<file path="src/rtl/alu_pipe_seg.sv">
// Segmented-carry pipelined ALU for the Y86-64 execute stage.
// Each stage handles one SEG-bit slice of add/sub/and/xor. The last stage registers result and ZF/SF/OF.
module alu_pipe_seg #(
   parameter int WIDTH  = 64,
   parameter int STAGES = 4
) (
   input  logic             clk,
   input  logic             rst,
   input  logic             in_valid,
   output logic             in_ready,
   input  logic [1:0]       op,
   input  logic [WIDTH-1:0] a,
   input  logic [WIDTH-1:0] b,
   output logic             out_valid,
   input  logic             out_ready,
   output logic [WIDTH-1:0] result,
   output logic             zf,
   output logic             sf,
   output logic             of
);

   localparam int SEG = WIDTH / STAGES;

   typedef enum logic [1:0] {
      OP_ADD = 2'b00,
      OP_SUB = 2'b01,
      OP_AND = 2'b10,
      OP_XOR = 2'b11
   } op_e;

   logic advance;

   // Global stall: the whole pipe moves only when the output slot is free or being drained.
   assign advance  = ~out_valid | out_ready;
   assign in_ready = advance;

   for (genvar k = 0; k < STAGES; k++) begin : g_stage
      localparam int AW = WIDTH - k * SEG;
      localparam int CW = (k < STAGES - 1) ? SEG + 1 : SEG;

      logic                 vi;
      logic                 cyi;
      logic                 zi;
      logic                 zn;
      logic [1:0]           opi;
      logic [AW-1:0]        ai;
      logic [AW-1:0]        bxi;
      logic [CW-1:0]        sum;
      logic [SEG-1:0]       seg;
      logic [(k+1)*SEG-1:0] resn;

      if (k == 0) begin : g_in
         // Sub is a + ~b + 1, so b is inverted on entry and the first carry-in is 1.
         assign vi   = in_valid;
         assign opi  = op;
         assign ai   = a;
         assign bxi  = (op == OP_SUB) ? ~b : b;
         assign cyi  = (op == OP_SUB);
         assign zi   = 1'b1;
         assign resn = seg;
      end else begin : g_link
         assign vi   = g_stage[k-1].g_mid.v_q;
         assign opi  = g_stage[k-1].g_mid.op_q;
         assign ai   = g_stage[k-1].g_mid.a_q;
         assign bxi  = g_stage[k-1].g_mid.bx_q;
         assign cyi  = g_stage[k-1].g_mid.cy_q;
         assign zi   = g_stage[k-1].g_mid.z_q;
         assign resn = {seg, g_stage[k-1].g_mid.res_q};
      end

      assign sum = CW'(ai[SEG-1:0]) + CW'(bxi[SEG-1:0]) + CW'(cyi);

      always_comb begin
         seg = sum[SEG-1:0];
         case (opi)
            OP_AND:  seg = ai[SEG-1:0] & bxi[SEG-1:0];
            OP_XOR:  seg = ai[SEG-1:0] ^ bxi[SEG-1:0];
            default: ;
         endcase
      end

      assign zn = zi & (seg == '0);

      if (k < STAGES - 1) begin : g_mid
         // Consumed operand slices are dropped. Only the unprocessed upper part travels on.
         logic                 v_q;
         logic                 cy_q;
         logic                 z_q;
         logic [1:0]           op_q;
         logic [AW-SEG-1:0]    a_q;
         logic [AW-SEG-1:0]    bx_q;
         logic [(k+1)*SEG-1:0] res_q;

         always_ff @(posedge clk or posedge rst) begin
            // NOTE: data registers are reset along with the valids so result/flags read 0 out of reset.
            if (rst) begin
               v_q   <= 1'b0;
               cy_q  <= 1'b0;
               z_q   <= 1'b0;
               op_q  <= '0;
               a_q   <= '0;
               bx_q  <= '0;
               res_q <= '0;
            end else if (advance) begin
               v_q   <= vi;
               cy_q  <= sum[SEG];
               z_q   <= zn;
               op_q  <= opi;
               a_q   <= ai[AW-1:SEG];
               bx_q  <= bxi[AW-1:SEG];
               res_q <= resn;
            end
         end
      end else begin : g_last
         logic             v_q;
         logic             z_q;
         logic             of_q;
         logic [WIDTH-1:0] res_q;

         // With b already inverted for sub, add and sub share one overflow rule.
         always_ff @(posedge clk or posedge rst) begin
            if (rst) begin
               v_q   <= 1'b0;
               z_q   <= 1'b0;
               of_q  <= 1'b0;
               res_q <= '0;
            end else if (advance) begin
               v_q   <= vi;
               z_q   <= zn;
               of_q  <= ~opi[1] & (ai[SEG-1] == bxi[SEG-1]) & (seg[SEG-1] != ai[SEG-1]);
               res_q <= resn;
            end
         end
      end
   end

   assign out_valid = g_stage[STAGES-1].g_last.v_q;
   assign result    = g_stage[STAGES-1].g_last.res_q;
   assign zf        = g_stage[STAGES-1].g_last.z_q;
   assign sf        = g_stage[STAGES-1].g_last.res_q[WIDTH-1];
   assign of        = g_stage[STAGES-1].g_last.of_q;

endmodule
</file>
<file path="config.mk">
export PLATFORM = sky130hd
export DESIGN_NAME = alu_pipe_seg
export DESIGN_NICKNAME = d
export VERILOG_FILES = /design/src/rtl/alu_pipe_seg.sv
export SDC_FILE = /design/constraint.sdc
export NUM_CORES = 1
export LEC_CHECK = 0
export CORE_MARGIN = 1.5
export CORE_UTILIZATION = 52
export CTS_CLUSTER_DIAMETER = 150
export CTS_CLUSTER_SIZE = 40
export DETAILED_ROUTE_END_ITERATION = 7
export GPL_TIMING_DRIVEN = 0
export PLACE_DENSITY_LB_ADDON = 0.1
export REMOVE_ABC_BUFFERS = 1
export SYNTH_ARGS = -nofsm -noshare
export SYNTH_HDL_FRONTEND = slang
export SYNTH_SLANG_ARGS = --single-unit
</file>
<file path="constraint.sdc">
create_clock -name clk -period 14.5 [get_ports clk]
set_clock_uncertainty 0.05 [all_clocks]
set_input_delay 3.625 -clock clk [delete_from_list [all_inputs] [get_ports clk]]
set_output_delay 3.625 -clock clk [all_outputs]
set_load 0.03 [all_outputs]
</file>
==> Yosys cells after proc, flatten, opt, wreduce, memory -nomap -nowiden <==
Cells that the tools add are included.
{ "op_classes": {"add_sub_neg": 8, "n_mul": 0, "n_div": 0, "order_cmp": 0, "n_eq_ne": 11, "shift": 0, "mux": 5, "bitwise": 17, "reduce_logical": 4} }
{ "ops": {"columns": ["operator", "n"], "rows": [
  ["one-hot mux 16 bit (2 select lines)", 4],
  ["bitwise AND 16 bit", 4],
  ["zero test 16 bit", 4],
  ["two-way mux 64 bit", 1],
  ["NOT 64 bit", 1],
  ["bitwise XOR 16 bit", 4],
  ["adder 16 x 16 -> 17 bit", 3],
  ["adder 17 x 1 -> 17 bit", 3],
  ["adder 16 x 1 -> 16 bit", 1],
  ["adder 16 bit", 1],
  ["== test 2 bit, second input constant", 8],
  ["bitwise AND 1 bit", 5],
  ["== test 2 x 1 -> 1 bit, second input constant", 1],
  ["NOT 1 bit", 2],
  ["== test 1 bit", 1],
  ["inequality test 1 bit", 1],
  ["OR 1 bit", 1]
]} }
{ "word_totals": {"reg_bits": 370, "latchBits": 0, "ramBits": 0, "mem_bits_ro": 0, "in_bits": 134, "out_inout_bits": 69, "mem_count": 0} }

==> Logic depth before layout (Yosys ltp) <==
Gate-level depths: netlist of the first run.
{ "depth": {"word_depth": 6, "depth_mapped": 16, "depth_no_buf": 13} }

==> Worst setup path after synthesis of the first run <==
Ideal clock, no wire load.
{ "synth_timing": {"path_kind": "input to output", "from": "input out_ready", "to": "output in_ready", "t_arrival_ns": 4.730, "t_required_ns": 10.825, "setup_slack_ns": 6.095, "stages": 5, "n_path_buf": 3, "path_cell_list": "nor2b_1 clkbuf_1 inv_2 clkbuf_1 clkbuf_1"} }
{ "synth_via": {"elab_chain_cells": 1} }
{ "synth_rtl": {"columns": ["item", "line", "source"], "rows": [
  ["start, declared", "15", "input logic out_ready,"],
  ["OR 1 bit", "34", "assign advance = ~out_valid | out_ready;"],
  ["end, declared", "10", "output logic in_ready,"]
]} }
Every way passes these cells.

==> Final worst setup path of the first run <==
Ends and elaborated chain as after synthesis.

==> results of run 1 <==
routing by layer:
metal | global-route usage (%) | routed length [um] | up-vias
met1 | 31.1 | 19200 | 7073
met3 | 1.91 | 1470 | 31
met4 | 4.65 | 762 | 0
li1 | - | - | 7433
met5 | 0 | 0 | -
met2 | 35.9 | 18900 | 265
per-stage QoR:
step           setup slack [ns]  TNS [ns]  power [mW]  hold WS, ns  utilization, %
4_1_cts                    4.82         0        4.56        0.404            60.9
3_5_place_dp               4.82         0        4.08        0.401            59.9
2_1_floorplan            -17.81  -4688.55        3.48        0.380               -
6_report                   4.84         0        4.53        0.405            60.9
5_1_grt                    4.68         0        4.92        0.419            60.9
3_3_place_gp             -38.87         -        4.15        0.395            58.8
logic make-up (layout without fill, tap and decap cells):
group / count (synthesis) / in the layout / share of synthesized area (%)
AOI/OAI and AO/OA: 345 / 345 / 11.9
xor gates and xnor gates: 79 / 79 / 3.70
adders and majority gates: 76 / 76 / 5.36
buffers and inverters: 152 / 267 / 3.12
DFF: 370 / 370 / 49.5
muxes: 39 / 39 / 2.23
other: 0 / 1 / 0
and+or+nand+nor: 1124 / 1124 / 24.2
registers in the layout, summed over array words and instances (netlist names), 3 cells and up:
name                 flops
g_stage.g_mid.a_q       96
g_stage.g_mid.bx_q      96
g_stage.g_mid.cy_q       3
g_stage.g_mid.op_q       6
g_stage.g_mid.res_q     96
g_stage.g_mid.v_q        3
g_stage.g_mid.z_q        3
result                  64
cell usage after synthesis, drive strengths merged, types with 21 or more instances:
| cell | n |
|---|---|
| inv | 34 |
| a21oi | 72 |
| ha | 69 |
| dfrtp | 370 |
| mux2 | 21 |
| xor2 | 23 |
| nand2 | 884 |
| o21ai | 119 |
| xnor2 | 56 |
| nor3 | 23 |
| nor2 | 115 |
| clkbuf | 102 |
critical path, delay by kind of cell:
| family | cells | cell delay [ns] |
|---|---|---|
| and+or+nand+nor | 1 | 0.55 |
| buffers and inverters | 5 | 1.77 |
power groups by stage:
| stage | Combinational (mW) | Sequential (mW) | Clock (mW) |
|---|---|---|---|
| floorplan | 1.60 | 1.89 | 0 |
| global placement | 2.38 | 1.77 | 0 |
| detailed placement | 2.30 | 1.77 | 0 |
| CTS | 2.31 | 1.75 | 0.498 |
| global route | 2.58 | 1.81 | 0.532 |
| finish | 2.30 | 1.75 | 0.476 |
worst max path at each step:
stage                     slack [ns]  endpoint      start  cells after the start
final                           4.84  in_ready  out_ready                      6
after global routing            4.68  in_ready  out_ready                      6
after CTS                       4.82  in_ready  out_ready                      6
after detailed placement        4.82  in_ready  out_ready                      6
after global placement        -38.87  in_ready  out_ready                      4
after floorplan               -17.81  in_ready  out_ready                      2
area by class of cell:
type	instances	area [um2]	area share, %
Antenna cell	1	2.50	0.0116
Clock buffer	14	329	1.52
Clock inverter	1	30.0	0.139
Inverter	34	143	0.660
Multi-Input combinational cell	1663	8890	41.1
Sequential cell	370	9260	42.9
Tap cell	461	577	2.67
Timing Repair Buffer	218	2380	11.0
==> impl_metrics.py, run 1 <==
metrics = {
    "run_status": {
        "status": "finished, final reports clean",
    },
    "clocking": {
        "ctsRootBufferMaster": "clkbuf_16",
        "clk_latency_ns": 0.51,
        "ctsHoldBuffers": 0,
        "post_cts_buffers": 0,
        "numClockSinks": 370,
        "ctsResizeCount": 0,
        "cts_buffers": 13,
        "path_clk_slew_ns": 0.14,
        "clk_path_buf_depth": 3,
        "cts_tree": "built",
        "cts_max_level": 1,
    },
    "yosys": {
        "seq_area_frac_synth_pct": 49.5,
        "syn_area_per_cell_um2": 8.57,
        "yosysWarningCount": 0,
        "synth_top_area_cell": "dfrtp_1",
        "syn-instance-count": 2185,
        "synth-main-ff-cell": "dfrtp_1",
        "netlist_area_um2": 18700,
        "synth.top_cells.by_area": "dfrtp_1, nand2_1, ha_1",
        "synth_enable_flop_cells": 0,
        "synthArstFlopShare_pct": 100,
        "ys_ff_latch": 370,
        "synth_cell_types": 76,
        "synth_top_area_share_pct": 49.5,
    },
    "sta": {
        "period_needed_ns": 9.66,
        "fin_crit_sh_pct": 66.6,
        "grt_setup_unrepaired": "no",
        "slew-limit-headroom_pct": 32.4,
        "finalMaxSlewViolations": 0,
        "tightest_slew_ns": 1.01,
        "setup_viol": 0,
        "hold_violations": 0,
        "clock.fmax_mhz": 103,
    },
    "setup_path": {
        "critPathMaxStageDelay_ns": 0.64,
        "path_cells": "clkdlybuf4s50_1 > nor2b_4 > buf_12 > buf_12 > inv_8 > clkdlybuf4s50_1",
        "critPathMaxFanout": 56,
        "r2r-end": "g_stage[2].g_mid.z_q$_DFFE_PP0P_",
        "cpMaxStageDelayCell": "clkdlybuf4s50_1",
        "reg2reg_slack_ns": 10.80,
        "timing.rr.start": "g_stage[1].g_mid.a_q[0]$_DFFE_PP0P_",
        "cp-end-kind": "output pin",
        "start_kind": "primary input",
        "critPathKind": "in2out",
        "r2r_cells": 12,
        "critPathArrivalTime_ns": 5.99,
        "cp.required_ns": 10.82,
    },
    "power": {
        "switching_share_pct": 42.8,
        "cell_internal_pwr_mw": 2.59,
        "power_frac_clock_pct": 10.5,
        "p_leak_nw": 10.2,
        "p_comb_share_pct": 50.9,
        "seq_power_share_pct": 38.6,
        "p_sw_mw": 1.94,
        "max-vdd-ir-drop_mv": 0.193,
        "pwr_density_cell_nw_per_um2": 210,
    },
    "layout": {
        "drive_above_1_share_pct": 2.91,
        "layout_common_cells": "nand2_1, dfrtp_1, clkdlybuf4s50_1, nor2_1, o21ai_0",
        "stdcell_area_um2": 21600,
        "layout_commonest_cell": "nand2_1",
        "fin_cells": 2762,
        "final_nets": 2510,
        "areaGrowthSynthToFinish_pct": 15.5,
        "fill_cells": 3145,
    },
    "global_route": {
        "grt_pass1_vias": 13800,
        "grt-ovfl-total": 0,
        "grt_max_degree": 139,
        "grt_usage_pct": 21.7,
        "grt_pass1_wl_mm": 67.3,
        "antenna_found_initial": 1,
    },
    "floorplanning": {
        "die_area_um2": 37100,
        "die_h_um": 193,
        "io_pins": 203,
        "fp-row-count": 69,
        "start_util_pct": 52.7,
        "dieWidth_um": 193,
        "core_area_um2": 35500,
    },
    "hold_path": {
        "hold_path_class": "reg2reg",
        "worstHoldEndpoint": "g_stage[2].g_mid.res_q[21]$_DFFE_PP0P_",
        "hold_depth": 2,
        "hp-start": "g_stage[1].g_mid.res_q[21]$_DFFE_PP0P_",
    },
    "route": {
        "wl_per_cell_um": 14.6,
        "vias": 14800,
        "post_drt_via_cell_ratio": 5.36,
        "drt_iter0_drc": 874,
        "dr.pass1.iters": 5,
        "drc": 0,
        "ant_nets": 0,
        "routed_wl_mm": 40.3,
    },
    "placed_design": {
        "dp.cells": 2746,
        "io_buffers": 202,
        "dpl_cell_area_um2": 21200,
        "dp_hpwl_mm": 28.0,
        "gp_congestion": 0.818,
    },
    "run": {
        "max_cap_violations": 0,
    },
}
No activity file was read; power rests on OpenSTA's default activity.
==> run 2, diff against run 1 <==
--- a/config.mk
+++ b/config.mk
@@ -6,7 +6,7 @@
 export NUM_CORES = 1
 export LEC_CHECK = 0
 export CORE_MARGIN = 1.5
-export CORE_UTILIZATION = 52
+export CORE_UTILIZATION = 53
 export CTS_CLUSTER_DIAMETER = 150
 export CTS_CLUSTER_SIZE = 40
 export DETAILED_ROUTE_END_ITERATION = 7
==> constraint.sdc (replaced) <==
create_clock -name clk -period 10 [get_ports clk]
set_clock_uncertainty 0.05 [all_clocks]
set_input_delay 2.5 -clock clk [delete_from_list [all_inputs] [get_ports clk]]
set_output_delay 2.5 -clock clk [all_outputs]
set_load 0.03 [all_outputs]
==> run 2 against run 1 <==
Compared with the run above: critical endpoint unchanged; die area is 1.9% lower; total power rose by 45%; via count increased by 0.45%; core utilization up 1.7 points; register-to-register slack lost 4.4 ns; worst setup slack worse by 2.4 ns.
==> impl_metrics.py, run 2 (synthesis gave the netlist of run 1 again) <==
metrics = {
    "run_status": {
        "status": "finished, final reports clean",
    },
    "floorplanning": {
        "io_pins": 203,
        "start_util_pct": 54.0,
        "die_area_um2": 36400,
        "die_h_um": 191,
        "dieWidth_um": 191,
        "core_area_um2": 34600,
        "fp-row-count": 68,
    },
    "layout": {
        "final_nets": 2512,
        "drive_above_1_share_pct": 3.00,
        "stdcell_area_um2": 21700,
        "multiInputGateArea_um2": 8890,
        "largestRegisters": "g_stage.g_mid.a_q x96, g_stage.g_mid.bx_q x96, g_stage.g_mid.res_q x96",
        "layout_common_cells": "nand2_1, dfrtp_1, clkdlybuf4s50_1, nor2_1, o21ai_0",
        "layout_commonest_cell": "nand2_1",
        "fill_cells": 3051,
        "areaGrowthSynthToFinish_pct": 15.8,
        "final_core_util_pct": 62.6,
        "fin_cells": 2757,
        "regArea_um2": 9260,
    },
    "clocking": {
        "clk_path_buf_depth": 3,
        "cts_max_level": 1,
        "numClockSinks": 370,
        "ctsRootBufferMaster": "clkbuf_16",
        "cts_buffers": 13,
        "path_clk_slew_ns": 0.13,
        "ctsHoldBuffers": 0,
        "ctsResizeCount": 0,
        "clk_latency_ns": 0.51,
        "cts_tree": "built",
        "post_cts_buffers": 0,
    },
    "sta": {
        "layout_setup_ws_ns": 2.46,
        "finalMaxSlewViolations": 0,
        "clock.fmax_mhz": 133,
        "fin_crit_sh_pct": 75.4,
        "period_needed_ns": 7.54,
        "slew-limit-headroom_pct": 30.9,
        "tightest_slew_ns": 1.04,
        "hold_violations": 0,
        "setup_viol": 0,
        "grt_setup_unrepaired": "no",
    },
    "setup_path": {
        "critPathKind": "in2out",
        "worstSetupStartpoint": "out_ready",
        "start_kind": "primary input",
        "critPathMaxFanout": 100,
        "r2r-end": "g_stage[2].g_mid.z_q$_DFFE_PP0P_",
        "cp-endpoint": "in_ready",
        "path_cells": "clkdlybuf4s50_1 > nor2b_4 > buf_12 > buf_16 > inv_8 > clkdlybuf4s50_1",
        "critPathArrivalTime_ns": 4.99,
        "crit_cells": 6,
        "timing.rr.start": "g_stage[1].g_mid.a_q[0]$_DFFE_PP0P_",
        "critPathMaxStageDelay_ns": 0.68,
        "worstPathBufferInverterCount": 5,
        "cp.required_ns": 7.45,
        "reg2reg_slack_ns": 6.39,
        "crit_top_cell": "clkdlybuf4s50_1",
        "r2r_cells": 12,
        "cpLargestDelayFamily": "buffers and inverters",
        "cp-end-kind": "output pin",
        "cpMaxStageDelayCell": "clkdlybuf4s50_1",
    },
    "power": {
        "p_sw_mw": 2.80,
        "power_frac_clock_pct": 10.5,
        "max-vdd-ir-drop_mv": 0.200,
        "switching_share_pct": 42.7,
        "design_power_total_mw": 6.57,
        "cell_internal_pwr_mw": 3.76,
        "p_comb_share_pct": 50.8,
        "seq_power_share_pct": 38.6,
        "pwr_density_cell_nw_per_um2": 303,
        "p_leak_nw": 10.3,
    },
    "global_route": {
        "grt_max_degree": 120,
        "antenna_found_initial": 1,
        "grt_usage_pct": 22.1,
        "grt-ovfl-total": 0,
        "grt_pass1_wl_mm": 67.7,
        "grt_pass1_vias": 14100,
    },
    "route": {
        "drc": 0,
        "wl_per_cell_um": 14.5,
        "drt_iter0_drc": 907,
        "vias": 14900,
        "dr.pass1.iters": 5,
        "routed_wl_mm": 40.1,
        "ant_nets": 0,
        "post_drt_via_cell_ratio": 5.39,
    },
    "placed_design": {
        "io_buffers": 202,
        "dp_hpwl_mm": 28.1,
        "place_ws_ns": 2.47,
        "dpl_cell_area_um2": 21300,
        "gp_congestion": 0.826,
        "dp.cells": 2742,
    },
    "hold_path": {
        "hold_path_class": "reg2reg",
    },
    "run": {
        "max_cap_violations": 0,
    },
}
-- run 2: cell count changes in the layout (fill, tap and decap cells not counted), sizes merged --
cell / previous run / this run
buf: 16 / 18
clkbuf: 14 / 13
-- run 2: worst min-delay path by stage --
stage                                                 from                                      to  cells past startpoint
detailed placement  g_stage[1].g_mid.res_q[15]$_DFFE_PP0P_  g_stage[2].g_mid.res_q[15]$_DFFE_PP0P_                      2
global route          g_stage[0].g_mid.a_q[19]$_DFFE_PP0P_    g_stage[0].g_mid.a_q[19]$_DFFE_PP0P_                      2
global placement          g_stage[2].g_mid.v_q$_DFFE_PP0P_        g_stage[2].g_mid.v_q$_DFFE_PP0P_                      2
floorplan                 g_stage[2].g_mid.v_q$_DFFE_PP0P_        g_stage[2].g_mid.v_q$_DFFE_PP0P_                      2
finish                              result[42]$_DFFE_PP0P_                  result[42]$_DFFE_PP0P_                      2
CTS                   g_stage[0].g_mid.a_q[19]$_DFFE_PP0P_     g_stage[1].g_mid.a_q[3]$_DFFE_PP0P_                      2
-- run 2: through the flow --
step | hold WS [ns] | TNS [ns]
floorplan | 0.380 | -6984.38
global placement | 0.394 | -
detailed placement | 0.404 | 0
CTS | 0.433 | 0
global route | 0.453 | 0
finish | 0.432 | 0
-- run 2: final cells by class --
class | count | area share (%)
sequential | 370 | 42.7
multi-input combinational | 1663 | 41.0
timing repair buffer | 220 | 11.3
tap | 455 | 2.63
clock buffer | 13 | 1.50
inverter | 34 | 0.658
clock inverter | 1 | 0.139
antenna | 1 | 0.0115
-- run 2: metal layers --
layer  vias up  share of wire (%)  global-route usage, %
met5         -                  0                      0
met4         0                1.6                   4.39
met3        34                3.5                   2.09
met2       270                 48                   37.2
met1      7131                 47                   31.3
li1       7434                  -                      -
-- run 2: power groups by stage --
stage	clock network (mW)	registers [mW]	logic, mW
floorplan	0	2.74	2.32
global placement	0	2.57	3.44
detailed placement	0	2.57	3.34
CTS	0.724	2.54	3.35
global route	0.771	2.63	3.74
finish	0.692	2.54	3.34
-- run 2: tightest hold or removal path, delay by kind of cell, from the launching register on --
family / cells / cell delay (ns)
flops: 1 / 0.37
simple gates: 2 / 0.09
